**config.mk**
```make
export PLATFORM = sky130hd
export DESIGN_NAME = rob
export DESIGN_NICKNAME = d
export VERILOG_FILES = /design/src/rtl/rob_pkg.sv /design/src/rtl/rob_oldest_sel.sv /design/src/rtl/rob.sv
export SDC_FILE = /design/constraint.sdc
export NUM_CORES = 2
export LEC_CHECK = 0
export CORE_ASPECT_RATIO = 1.5
export CORE_MARGIN = 2
export CORE_UTILIZATION = 44
export CTS_CLUSTER_DIAMETER = 150
export DETAILED_ROUTE_END_ITERATION = 7
export SLEW_MARGIN = 20
export SYNTH_ARGS = -nofsm -noshare
export SYNTH_HDL_FRONTEND = slang
export SYNTH_HIERARCHICAL = 1
export SYNTH_SLANG_ARGS = --single-unit
export TNS_END_PERCENT = 50
```
**constraint.sdc**
```tcl
create_clock -name clk_in -period 8.6 [get_ports clk_in]
set_clock_uncertainty 0.2 [all_clocks]
set_input_delay 2.58 -clock clk_in [delete_from_list [all_inputs] [get_ports clk_in]]
set_output_delay 2.58 -clock clk_in [all_outputs]
set_load 0.02 [all_outputs]
```
**src/rtl/rob_pkg.sv**
```systemverilog
// Shared types and sizing for the reorder buffer.
// Tag width follows ROB_DEPTH; count carries one extra bit so it can represent "full".
package rob_pkg;
  localparam int ROB_DEPTH = 16;
  localparam int TAG_W     = $clog2(ROB_DEPTH);
  localparam int CNT_W     = TAG_W + 1;

  localparam logic [4:0] REG_X0 = 5'd0;

  typedef struct packed {
    logic        busy;
    logic        done;
    logic        bcast;
    logic [4:0]  rd;
    logic [31:0] val;
  } entry_t;
endpackage

```
**src/rtl/rob_oldest_sel.sv**
```systemverilog
// Head-relative priority picker: returns the oldest candidate at or after head, plus a found flag.
// Purely combinational; no backpressure.
module rob_oldest_sel
  import rob_pkg::*;
(
  input  logic [TAG_W-1:0]     head,
  input  logic [ROB_DEPTH-1:0] cand,
  output logic [TAG_W-1:0]     idx,
  output logic                 found
);
  logic [TAG_W-1:0] k;

  // Scan youngest-to-oldest so the last hit, i.e. the one closest to head, wins.
  always_comb begin
    idx   = head;
    found = 1'b0;
    k     = '0;
    for (int i = ROB_DEPTH - 1; i >= 0; i--) begin
      k = head + TAG_W'(i);
      if (cand[k]) begin
        idx   = k;
        found = 1'b1;
      end
    end
  end
endmodule

```
**src/rtl/rob.sv**
```systemverilog
// Reorder buffer: tag allocation, writeback by tag, one CDB broadcast and one in-order commit per cycle.
// Broadcast 1 cycle after writeback, commit 1 after broadcast; rdy_in low stalls; ROB_BYPASS_EN forwards writebacks to lookup.
module rob
  import rob_pkg::*;
(
  input  logic             clk_in,
  input  logic             rst_in,
  input  logic             rdy_in,
  input  logic             issue_valid,
  input  logic [4:0]       issue_rd,
  output logic [TAG_W-1:0] issue_tag,
  output logic             rob_full,
  input  logic [TAG_W-1:0] q1_tag,
  input  logic [TAG_W-1:0] q2_tag,
  output logic             q1_ready,
  output logic             q2_ready,
  output logic [31:0]      q1_val,
  output logic [31:0]      q2_val,
  input  logic             alu_valid,
  input  logic [TAG_W-1:0] alu_tag,
  input  logic [31:0]      alu_val,
  input  logic             lsb_valid,
  input  logic [TAG_W-1:0] lsb_tag,
  input  logic [31:0]      lsb_val,
  output logic             rd_flag,
  output logic [TAG_W-1:0] rob_reorder,
  output logic [31:0]      rd_val,
  output logic             commit_valid,
  output logic [TAG_W-1:0] commit_tag,
  output logic [4:0]       commit_rd,
  output logic [31:0]      commit_val,
  input  logic             flush_in
);
  entry_t               ent [ROB_DEPTH];
  logic [TAG_W-1:0]     head;
  logic [TAG_W-1:0]     tail;
  logic [CNT_W-1:0]     count;
  logic [ROB_DEPTH-1:0] cand;
  logic [TAG_W-1:0]     sel_idx;
  logic                 sel_found;
  logic                 issue_go;
  logic                 commit_go;

  assign issue_tag = tail;
  assign rob_full  = (count == CNT_W'(ROB_DEPTH));
  assign issue_go  = issue_valid & ~rob_full;
  assign commit_go = ent[head].busy & ent[head].done & ent[head].bcast;

  always_comb begin
    for (int i = 0; i < ROB_DEPTH; i++) begin
      cand[i] = ent[i].busy & ent[i].done & ~ent[i].bcast;
    end
  end

  rob_oldest_sel u_sel (
    .head  (head),
    .cand  (cand),
    .idx   (sel_idx),
    .found (sel_found)
  );

  always_comb begin
    q1_ready = ent[q1_tag].busy & ent[q1_tag].done;
    q1_val   = ent[q1_tag].busy ? ent[q1_tag].val : 32'd0;
    q2_ready = ent[q2_tag].busy & ent[q2_tag].done;
    q2_val   = ent[q2_tag].busy ? ent[q2_tag].val : 32'd0;
`ifdef ROB_BYPASS_EN
    if (ent[q1_tag].busy) begin
      if (alu_valid && alu_tag == q1_tag) begin
        q1_ready = 1'b1;
        q1_val   = alu_val;
      end else if (lsb_valid && lsb_tag == q1_tag) begin
        q1_ready = 1'b1;
        q1_val   = lsb_val;
      end
    end
    if (ent[q2_tag].busy) begin
      if (alu_valid && alu_tag == q2_tag) begin
        q2_ready = 1'b1;
        q2_val   = alu_val;
      end else if (lsb_valid && lsb_tag == q2_tag) begin
        q2_ready = 1'b1;
        q2_val   = lsb_val;
      end
    end
`endif
  end

  always_ff @(posedge clk_in) begin
    if (rst_in || flush_in) begin
      for (int i = 0; i < ROB_DEPTH; i++) ent[i] <= '0;
      head         <= '0;
      tail         <= '0;
      count        <= '0;
      rd_flag      <= 1'b0;
      commit_valid <= 1'b0;
      if (rst_in) begin
        rob_reorder <= '0;
        rd_val      <= '0;
        commit_tag  <= '0;
        commit_rd   <= '0;
        commit_val  <= '0;
      end
    end else if (!rdy_in) begin
      rd_flag      <= 1'b0;
      commit_valid <= 1'b0;
    end else begin
      // LSB first so a same-tag ALU write lands last and wins.
      if (lsb_valid && ent[lsb_tag].busy) begin
        ent[lsb_tag].done <= 1'b1;
        ent[lsb_tag].val  <= lsb_val;
      end
      if (alu_valid && ent[alu_tag].busy) begin
        ent[alu_tag].done <= 1'b1;
        ent[alu_tag].val  <= alu_val;
      end

      rd_flag <= sel_found;
      if (sel_found) begin
        rob_reorder         <= sel_idx;
        rd_val              <= ent[sel_idx].val;
        ent[sel_idx].bcast  <= 1'b1;
      end

      // Head is never a broadcast candidate when committing, so the clear below cannot collide with bcast.
      commit_valid <= commit_go;
      if (commit_go) begin
        commit_tag <= head;
        commit_rd  <= ent[head].rd;
        commit_val <= ent[head].val;
        ent[head]  <= '0;
        head       <= head + 1'b1;
      end

      if (issue_go) begin
        ent[tail] <= '{busy: 1'b1, done: 1'b0, bcast: 1'b0, rd: issue_rd, val: 32'd0};
        tail      <= tail + 1'b1;
      end

      count <= count + CNT_W'(issue_go) - CNT_W'(commit_go);
    end
  end
endmodule

```
==> Word-level counts from Yosys, hierarchy flattened <==
Memory sizes are Yosys's and may differ from the RTL's. A register that Yosys moved wholly into a read port is not among the register bits.
Index checks and enable logic that the tools add are counted.
{ "totals": {"mem_bits_ro": 0, "latchBits": 0, "output_inout_bits": 150, "n_memories": 1, "regBits": 92, "ram_bits": 640, "elab_cells": 241} }
{ "mem_list": {"columns": ["memory", "words", "width", "read_ports", "rd_ports_with_merged_regs", "wr", "line_no", "text"], "rows": [
  ["ent", 16, 40, 22, 1, 16, "rob.sv:34", "entry_t ent [ROB_DEPTH];"]
]} }
{ "classes": {"n_eq_ne": 2, "n_reduce_logical": 16, "shifts": 0, "muxes": 123, "div_mod_pow": 0, "order_cmp": 16, "n_bitwise": 55, "n_mul": 0, "n_addsub": 18} }
{ "op_table": {"columns": ["cell", "n"], "rows": [
  ["32-bit two-way mux", 9],
  ["40-bit two-way mux", 5],
  ["40-bit OR reduction", 5],
  ["4-bit two-way mux", 30],
  ["4-bit by 5-bit < comparator with 1-bit output, second input constant", 16],
  ["1-bit binary-select mux with 4-bit select", 16],
  ["1-bit two-way mux", 56],
  ["1-bit AND", 37],
  ["4-bit adder, second input constant", 8],
  ["5-bit two-way mux", 4],
  ["1-bit inverter", 18],
  ["4-bit by 3-bit adder with 4-bit output, second input constant", 4],
  ["4-bit by 1-bit adder with 4-bit output, second input constant", 2],
  ["4-bit by 2-bit adder with 4-bit output, second input constant", 2],
  ["2-bit two-way mux", 3],
  ["3-bit AND reduction", 2],
  ["2-bit nonzero test", 3],
  ["5-bit by 1-bit adder with 5-bit output", 1],
  ["5-bit == test, second input constant", 1],
  ["5-bit by 1-bit subtractor with 5-bit output", 1],
  ["2-bit AND reduction", 2],
  ["1-bit logical AND", 2],
  ["2-bit != test, second input constant", 1],
  ["2-bit OR reduction", 1],
  ["1-bit logical OR", 1]
]} }

==> Logic depth before layout (Yosys ltp) <==
An unclocked memory read counts as a cell.
{ "logic_depth": {"ltp_word": 27, "depth_mapped": 22, "ltp_nobuf": 15} }

==> Hierarchy <==
Netlist, hierarchy kept.
{ "by_module_without_submodules": {"columns": ["mod", "area_per_inst_um2", "cells_per_inst", "seq_area_each_um2", "instances"], "rows": [
  ["rob", 51295.4, 5231, 16305.6, 1],
  ["rob_oldest_sel", 2107.0, 242, 0.0, 1]
]} }

==> Worst setup path before layout <==
OpenSTA, ideal clock, no wires.
{ "synth_timing": {"path_type": "input-to-output", "start": "in q2_tag[0]", "end": "out q2_val[10]", "path_buffers": 2, "stages": 5, "setup_slack_ps": 1288, "arrival_ps": 4532, "cell_sequence": "buf_2 clkbuf_1 mux4_2 mux4_2 nor2b_1"} }
{ "synth_via": {"elab_chain_len": 2} }
{ "synth_rtl": {"columns": ["element", "line_no", "text"], "rows": [
  ["start, declared", "rob.sv:14", "input logic [TAG_W-1:0] q2_tag,"],
  ["memory read 16 x 40 bit", null, null],
  ["32-bit two-way mux", "rob.sv:66", "q2_val = ent[q2_tag].busy ? ent[q2_tag].val : 32'd0;"],
  ["end, declared", "rob.sv:18", "output logic [31:0] q2_val,"]
]} }
No other way between the ends.

==> Final worst setup path <==
{ "layout_timing": {"start": "in q2_tag[0]", "end": "out q2_val[5]"} }
Same word-level chain as after synthesis.

==> metrics.yaml <==
place:
  hpwl_mm: 139
  io_buffers: 241
  place_congestion: 0.926
  dp_slack_ns: 0.773
critical_path:
  critPathLaunchType: "input port"
  cp.required_ns: 5.82
  endpoint_kind: "primary output"
  crit_type: "input port to primary output"
  crit_arrival_ns: 5.08
  path_max_fanout: 52
clock_network:
  hold_buffers: 0
  cts.sinks: 736
  clk_latency_ns: 0.73
  clkTransAtPathRegs_ns: 0.06
  cts_tree: "yes"
  htree_levels: 3
  cts_resized: 0
  clk_path_buf_depth: 3
  numCtsBuffers: 81
  post_cts_buffers: 0
  cts-root-buf: "clkbuf_16"
global_routing:
  grt.total_usage: 0.355
  grt_pass1_wl_mm: 323
  grt_max_degree: 160
  grt-ovfl-total: 0
  first_global_vias: 47500
  antenna_found_initial: 26
yosys:
  syn_area_per_cell_um2: 9.76
  synthesis.instances: 5473
  synth_warnings: 6
  ys_ff_latch: 736
  yosysTopAreaCell: "mux4_2"
  yosysUniqueCellTypes: 91
  syn_nets: 5586
  yosys_most_used_dff: "dfxtp_1"
  syn_area_um2: 53400
  synth_edf_count: 157
  synth_top_area_share: 0.299
  synthArstFlopShare: 0
  yosysSeqAreaShare: 0.305
  synthTopCellsByArea: "mux4_2 30%, dfxtp_1 22%, edfxtp_1 8.8%"
sta:
  slew_viol_final: 0
  relSlewSlack: 0.187
  rsz0062_at_grt: "no"
  hold_viol_final: 0
  post-route-period-util: 0.914
  setup_viol: 0
  clock.fmax_mhz: 127
  worstMarginPinSlew_ns: 1.22
  fin_ws_ns: 0.742
  setup-tns-final_ns: 0
  fin_crit_ns: 7.86
power:
  leakage_nw: 19.8
  power.density_nw_per_um2: 134
  ir_worst_vdd_v: 0.000147
floorplan:
  fp.dieW_um: 288
  pin_count: 242
  design.die.area_um2: 124000
  rows: 156
  start_util: 0.443
  die_h_um: 431
  core_um2: 120000
route:
  drc_errors: 0
  vias: 48400
  antenna_left: 0
  drt_iter0_drc: 6712
  drt-total-wl_mm: 223
  wl_per_cell_um: 32.0
  vias_per_cell: 6.95
  firstDrtPassIters: 8
cells_and_area:
  drive_above_1_share: 0.206
  final_nets: 5419
  syn2layout_area_growth_pct: 11.3
  fillers: 10900
run_status:
  status: "completed"
min_path:
  hp-class: "register to register"
run:
  maxCapViolations: 0
[cell type report]
type | instances | area (um^2) | share of cell area
tap | 1580 | 1980 | 0.0332
clock buffer | 110 | 2280 | 0.0384
timing repair buffer | 373 | 3700 | 0.0622
clock inverter | 39 | 450 | 0.00758
multi-input combinational | 4085 | 34600 | 0.582
inverter | 29 | 109 | 0.00183
antenna | 13 | 32.5 | 0.000547
sequential | 736 | 16300 | 0.275
[cell usage in the layout, fill, tap and decap left out, drive strengths merged, types with 25 or more instances in the layout]
| cell type | synthesis | layout |
|---|---|---|
| o211ai | 59 | 59 |
| and2 | 159 | 159 |
| a21oi | 331 | 331 |
| nand2 | 716 | 716 |
| mux2i | 209 | 209 |
| dfxtp | 579 | 579 |
| nand3 | 133 | 133 |
| clkbuf | 363 | 110 |
| nor2b | 82 | 82 |
| edfxtp | 157 | 157 |
| nor2 | 664 | 664 |
| nor3 | 129 | 129 |
| mux4 | 710 | 710 |
| a21o | 43 | 43 |
| inv | 27 | 38 |
| buf | 260 | 140 |
| nand3b | 84 | 84 |
| o2bb2ai | 25 | 25 |
| clkdlybuf4s50 | 0 | 233 |
| mux2 | 25 | 25 |
| a211oi | 70 | 70 |
| o21ai | 400 | 400 |
[critical path, stage by stage]
cell             delay [ns]
buf_8                  0.20
buf_12                 0.36
mux4_2                 0.55
mux4_2                 0.46
nor2b_1                0.16
clkdlybuf4s50_1        0.63
[metrics by stage]
| stage | power, mW | hold WS [ns] | std cells | utilization | area [um^2] |
|---|---|---|---|---|---|
| after CTS | 7.99 | 0.317 | 6950 | 0.493 | 59400 |
| final | 7.99 | 0.309 | 6965 | 0.494 | 59500 |
| after detailed placement | 4.29 | 0.300 | 6801 | 0.470 | 56600 |
| after global routing | 8.17 | 0.343 | 6960 | 0.494 | 59400 |
| after floorplan | 4.04 | 0.267 | 5473 | - | 53400 |
| after global placement | 4.29 | 0.295 | 6801 | 0.470 | 56600 |
[state kept, by name, summed over array words and instances (netlist names), named ones only]
name and count:
head 4, commit_val 32, issue_tag 4, rd_val 32, rob_reorder 4, ent 640, rd_flag 1, commit_tag 4
commit_rd 5, commit_valid 1, count 5
[worst paths after layout]
kind             start         end  slack, ns  cells past startpoint
min reg2reg   count[4]    count[4]       0.31                      2
max          q2_tag[0]   q2_val[5]       0.74                      6
max reg2reg    head[1]  rd_val[30]       2.21                     14
min           count[4]    count[4]       0.31                      2
[report_power, final]
part / switching, mW / internal, mW
registers: 0.0385 / 3.57
clock network: 1.69 / 2.07
logic: 0.392 / 0.233
[cells by family after synthesis]
group           Yosys count  share of synthesized area
compound gates         1028                      0.113
xor+xnor                 16                    0.00291
fa+ha+maj                21                    0.00506
buf+inv                 652                     0.0526
flops                   736                      0.305
mux                     944                      0.345
simple gates           2076                      0.177
[Yosys cell counts, drive strengths merged, types with 59 or more instances]
library cell and instances:
mux2i 209, nand3b 84, nor2b 82, o211ai 59, nor2 664, clkbuf 363
and2 159, dfxtp 579, nor3 129, nand2 716, edfxtp 157, buf 260
mux4 710, nand3 133, a21oi 331, o21ai 400, a211oi 70
[routing by layer]
| layer | GRT usage | wire length, um | share of wire | vias to the layer above |
|---|---|---|---|---|
| li1 | - | - | - | 20000 |
| met5 | 0.00198 | 121 | 0.00054 | - |
| met2 | 0.546 | 101000 | 0.46 | 3561 |
| met1 | 0.431 | 76900 | 0.35 | 23900 |
| met3 | 0.0998 | 26900 | 0.12 | 988 |
| met4 | 0.239 | 17400 | 0.078 | 20 |
Power figures use the tool's default switching activity.
